==> src/rtl/debouncer_pkg.sv <==
// rtl/debouncer_pkg.sv - shared types and defaults for the push-button debouncer
`timescale 1ns/1ps
package debouncer_pkg;

    // IDLE: debounced level 0, PRESSED: debounced level 1.
    // The *_WAIT states count how long the sample has disagreed with that level.
    typedef enum logic [1:0] {
        IDLE         = 2'd0,
        PRESS_WAIT   = 2'd1,
        PRESSED      = 2'd2,
        RELEASE_WAIT = 2'd3
    } deb_state_t;

    localparam int STABLE_CYCLES_DEFAULT = 16;

endpackage

==> src/rtl/debouncer_sync_2ff.sv <==
// rtl/debouncer_sync_2ff.sv - 1-bit two-flop synchronizer for the button input
//
// Ports:
//   clk  in   system clock
//   rst  in   synchronous active-high reset, clears both flops
//   d    in   asynchronous input level
//   q    out  synchronized level (second flop)
`timescale 1ns/1ps
module sync_2ff (
    input  logic clk,
    input  logic rst,
    input  logic d,
    output logic q
);

    logic meta;

    always_ff @(posedge clk) begin
        if (rst) begin
            meta <= 1'b0;
            q    <= 1'b0;
        end else begin
            meta <= d;
            q    <= meta;
        end
    end

endmodule

==> src/rtl/debouncer.sv <==
// rtl/debouncer.sv - push-button debouncer with press pulse and run/stop flag
//
// Ports:
//   clk    in   system clock, all logic on the rising edge
//   rst    in   synchronous active-high reset
//   btn    in   raw bouncy button level, active-high, asynchronous to clk
//   tecla  out  one-cycle pulse per confirmed press
//   stop   out  run/stop flag, toggles on each confirmed press
//
// Build option: DEBOUNCER_SYNC_EN selects a two-flop synchronizer on btn;
// without it a single input register is used (one cycle less latency).
`timescale 1ns/1ps
module debouncer
    import debouncer_pkg::*;
#(
    parameter int STABLE_CYCLES = STABLE_CYCLES_DEFAULT
) (
    input  logic clk,
    input  logic rst,
    input  logic btn,
    output logic tecla,
    output logic stop
);

    localparam int CNT_W = $clog2(STABLE_CYCLES) + 1;
    localparam logic [CNT_W-1:0] CNT_MAX = CNT_W'(STABLE_CYCLES - 1);

    logic             s;
    deb_state_t       state, state_next;
    logic [CNT_W-1:0] cnt, cnt_next;
    logic             press;

`ifdef DEBOUNCER_SYNC_EN
    sync_2ff u_sync (
        .clk (clk),
        .rst (rst),
        .d   (btn),
        .q   (s)
    );
`else
    logic btn_q;

    always_ff @(posedge clk) begin
        if (rst) begin
            btn_q <= 1'b0;
        end else begin
            btn_q <= btn;
        end
    end

    assign s = btn_q;
`endif

    always_ff @(posedge clk) begin
        if (rst) begin
            state <= IDLE;
            cnt   <= '0;
            tecla <= 1'b0;
            stop  <= 1'b0;
        end else begin
            state <= state_next;
            cnt   <= cnt_next;
            tecla <= press;
            stop  <= stop ^ press;
        end
    end

    // The counter only advances while below CNT_MAX and is cleared on every
    // state change, so it can never wrap.
    always_comb begin
        state_next = state;
        cnt_next   = cnt;
        press      = 1'b0;
        case (state)
            IDLE: begin
                if (s) begin
                    state_next = PRESS_WAIT;
                end
            end
            PRESS_WAIT: begin
                if (!s) begin
                    state_next = IDLE;
                    cnt_next   = '0;
                end else if (cnt == CNT_MAX) begin
                    state_next = PRESSED;
                    cnt_next   = '0;
                    press      = 1'b1;
                end else begin
                    cnt_next = cnt + CNT_W'(1);
                end
            end
            PRESSED: begin
                if (!s) begin
                    state_next = RELEASE_WAIT;
                end
            end
            RELEASE_WAIT: begin
                if (s) begin
                    state_next = PRESSED;
                    cnt_next   = '0;
                end else if (cnt == CNT_MAX) begin
                    state_next = IDLE;
                    cnt_next   = '0;
                end else begin
                    cnt_next = cnt + CNT_W'(1);
                end
            end
            default: begin
                state_next = IDLE;
                cnt_next   = '0;
            end
        endcase
    end

endmodule

==> config.mk <==
export PLATFORM = sky130hd
export DESIGN_NAME = debouncer
export DESIGN_NICKNAME = d
export VERILOG_FILES = /design/src/rtl/debouncer_pkg.sv /design/src/rtl/debouncer_sync_2ff.sv /design/src/rtl/debouncer.sv
export SDC_FILE = /design/constraint.sdc
export NUM_CORES = 1
export LEC_CHECK = 0
export CAP_MARGIN = 10
export CELL_PAD_IN_SITES_DETAIL_PLACEMENT = 0
export CELL_PAD_IN_SITES_GLOBAL_PLACEMENT = 1
export CORE_AREA = 4 4 41 43
export CTS_BUF_LIST = sky130_fd_sc_hd__clkbuf_4
export CTS_CLUSTER_DIAMETER = 40
export DETAILED_ROUTE_END_ITERATION = 10
export DIE_AREA = 0 0 45 47
export GPL_TIMING_DRIVEN = 0
export PLACE_DENSITY = 0.59
export SYNTH_ARGS = -nofsm -noshare
export SYNTH_HDL_FRONTEND = slang
export SYNTH_HIERARCHICAL = 1
export SYNTH_SLANG_ARGS = --single-unit
==> constraint.sdc <==
create_clock -name clk -period 1.4 [get_ports clk]
set_input_delay 0.14 -clock clk [delete_from_list [all_inputs] [get_ports clk]]
set_output_delay 0.14 -clock clk [all_outputs]
set_load 0.01 [all_outputs]
==> Flow_metrics.wiki <==
{| class="wikitable"
! Metric !! Value
|-
| TritonCTS sink count || 10
|-
| Root cell of the clock tree || clkbuf_4
|-
| Run status || complete, no violations
|-
| Via count normalized by instance count || 5.12
|-
| DRT antenna net count || 0
|-
| Maximum number of pins on one net before global-route repair || 11
|-
| Critical path class || reg -> reg
|-
| CTS tree || done
|-
| Cell type contributing the most total cell area after synthesis || dfxtp_1
|-
| Post-synth EDFFs || 0
|-
| Die outline width || 45 µm
|-
| Syn_nets || 48
|-
| Crit path setup slack, layout || 0.0588 ns
|-
| Via count || 348
|-
| Worst slew slack as a fraction of its limit || 0.639
|-
| Post-Route M1 WL || 427 µm
|-
| Post-Syn Area || 417 µm²
|-
| Unrepaired setup endpoints after global routing || yes
|-
| Proportion of power drawn by flip-flops and latches || 0.553
|-
| HPWL after detailed placement || 551 µm
|-
| Combinational share of power || 0.055
|-
| Critical path data required time || 1.56 ns
|-
| CP Data Arrival Time || 1.50 ns
|-
| Top Layer Used || met4
|-
| Worst Setup Start Kind || flip-flop
|-
| Final setup violation count || 0
|-
| Final WL || 854 µm
|-
| Power Density || 920 nW/µm²
|-
| Peak supply drop || 401 µV
|-
| Flops & latches, synth || 10
|-
| Final Hold Viols || 0
|-
| Wire per inst || 12.6 µm
|-
| Area of the die || 2120 µm²
|-
| Total power || 0.000518 W
|-
| Number of instances in the synthesized netlist || 44
|-
| Number of H-tree branching levels || 1
|-
| Achievable clock frequency || 0.746 GHz
|-
| Total congestion overflow || 0
|-
| Number of buffers added by the clock tree synthesis step || 3
|-
| Clock power frac || 0.391
|-
| Clock slew at the register clock pins of the worst setup and hold paths || 0.07 ns
|-
| Highest net fanout along the worst path || 4
|-
| Met2 routed WL || 373 µm
|-
| ANT cells || 0
|-
| Proportion of netlist area held by the largest area contributor || 0.480
|-
| Critical hold path startpoint || btn
|-
| Cells after DPL || 63
|-
| Worst slew pin tran || 0.537 ns
|-
| Seq/Total Area, Yosys || 0.480
|-
| Global-route wire length before repair || 1340 µm
|-
| Fin crit period || 1.34 ns
|-
| Main synth FF type || dfxtp_1
|-
| Reg-to-Reg Start || cnt[0]
|-
| Post-synth cell types || 24
|-
| Net switching power || 0.000119 W
|-
| Setup skew after layout || 0.00414 ns
|-
| Share of synthesized registers carrying an async set or reset || 0
|-
| Switching share of power || 0.229
|-
| Antenna violations before repair || 0
|-
| DRC violations left || 0
|-
| Fraction of layout cells with a size suffix above 1 || 0.302
|-
| Total global routing track utilization || 0.0937
|-
| Worst min path class || in -> reg
|-
| Worst setup path startpoint || cnt[0]
|-
| Height of the chip || 47 µm
|-
| Per-instance average area after synthesis || 9.47 µm²
|-
| Static Leak || 0.193 nW
|-
| Final std cells w/o fill || 68
|-
| Most frequently used cell type in the post-synthesis netlist || dfxtp_1
|-
| Period Utilization, post-route || 0.958
|-
| Biggest area contributors in the synthesized netlist || dfxtp_1 (48%), o21ai_0 (4.8%), nand2b_1 (4.5%), a21oi_1 (3.6%), ha_1 (3.0%)
|-
| Number of pins with negative max-slew slack in the final report || 0
|-
| Cts hold-fix bufs || 0
|-
| Layout area overhead || 35.1%
|-
| Port bufs || 4
|-
| Fraction of the core area covered by cells at the end of the flow || 0.433
|-
| Cell Int Power || 0.000399 W
|-
| Critical Path Sink Type || flip-flop
|-
| Final RePlAce weighted congestion || 0.770
|-
| Instance area at placement || 482 µm²
|-
| Max clock buf depth || 2
|-
| Met3 wirelength from detailed routing || 34 µm
|-
| Commonest cells in the netlist || dfxtp_1 (10), o21ai_0 (4), a21oi_1 (3), nand2b_1 (3)
|-
| Top-level port count || 5
|-
| Initial cell density of the core || 0.320
|-
| Vias in the first global route || 331
|-
| Warnings from Yosys || 6
|-
| TritonRoute pass-1 iters || 4
|-
| Max-cap check violation count || 0
|-
| Cell Rows || 13
|-
| Net count reported at finish || 58
|-
| DRC marker count from the first detailed-route iteration || 3
|-
| Worst Setup Slack post-DPL || -0.150 ns
|-
| Core region area || 1300 µm²
|-
| Clock latency of the later-clocked register in the worst-skew pair || 0.27 ns
|-
| Layout Cell Area excl Fill || 563 µm²
|}
## sequential cells by signal (all words and copies together) (netlist names), named ones only
signal	count
btn_q	1
cnt	5
state	1
stop	1
tecla	1
## metal layers
metal / vias up / track usage
li1: 173 / -
met1: 166 / 0.102
met2: 7 / 0.150
met3: 2 / 0.0230
met4: 0 / 0.0877
met5: - / 0
## worst paths after layout
path                 end  slack (ns)  cells after the start
setup / recovery    stop        0.06                      4
setup reg to reg    stop        0.06                      4
hold reg to reg   cnt[4]        0.49                      1
hold / removal     btn_q        0.43                      2
## power by group through the flow
| stage | Combinational [W] | Clock (W) | Sequential (W) |
|---|---|---|---|
| 2_1_floorplan | 0.0000145 | 0 | 0.000296 |
| 3_3_place_gp | 0.0000253 | 0 | 0.000296 |
| 3_5_place_dp | 0.0000261 | 0 | 0.000296 |
| 4_1_cts | 0.0000274 | 0.000210 | 0.000290 |
| 5_1_grt | 0.0000317 | 0.000225 | 0.000287 |
| 6_report | 0.0000286 | 0.000203 | 0.000287 |
## stage by stage
step,TNS [ns],hold slack (ns)
after global routing,-0.0144,0.422
after detailed placement,-0.154,0.465
final,0,0.429
after global placement,-0.104,0.461
after CTS,0,0.423
after floorplan,0,0.209
## logic make-up after synthesis
kind of cell	after synthesis	share of synthesized area
buffers and inverters	3	0.0300
xor gates and xnor gates	2	0.0420
AOI/OAI and AO/OA	9	0.123
DFF	10	0.480
and+or+nand+nor	18	0.267
muxes	1	0.0270
adders and majority gates	1	0.0300
## cell type report
type / instances / area (µm²)
plain buffers: 1 / 5.00
clock buffers: 3 / 22.5
clock inverters: 1 / 3.75
fillers: 151 / 738
inverters: 2 / 7.51
multi-input cells: 31 / 250
flip-flops and latches: 10 / 208
well taps: 15 / 18.8
repair buffers: 5 / 47.5
## critical path: stages (launching register included)
cell	delay (ns)
dfxtp_4	0.37
ha_4	0.15
nand3_4	0.10
nor4_4	0.28
mux2_4	0.33
## placed cells by master, fill, tap and decap left out, types with 2 or more instances in the layout
cell type | Yosys | final
nor2b_1 | 2 | 2
nand2b_1 | 3 | 2
dfxtp_4 | 0 | 2
clkbuf_4 | 0 | 3
clkdlybuf4s50_1 | 0 | 4
nor2_1 | 2 | 2
a21oi_1 | 3 | 3
dfxtp_1 | 10 | 8
o21ai_0 | 4 | 4
inv_1 | 2 | 2
## timing repair
| item | in CTS | in global routing |
|---|---|---|
| gates resized for setup | 3 | 8 |
| setup buffers | 1 | 0 |
| endpoints found under the setup margin | 3 | 5 |
| endpoints found under the hold margin | 0 | 0 |
| pin swaps | 1 | 2 |
No activity file was read; power rests on OpenSTA's default activity.
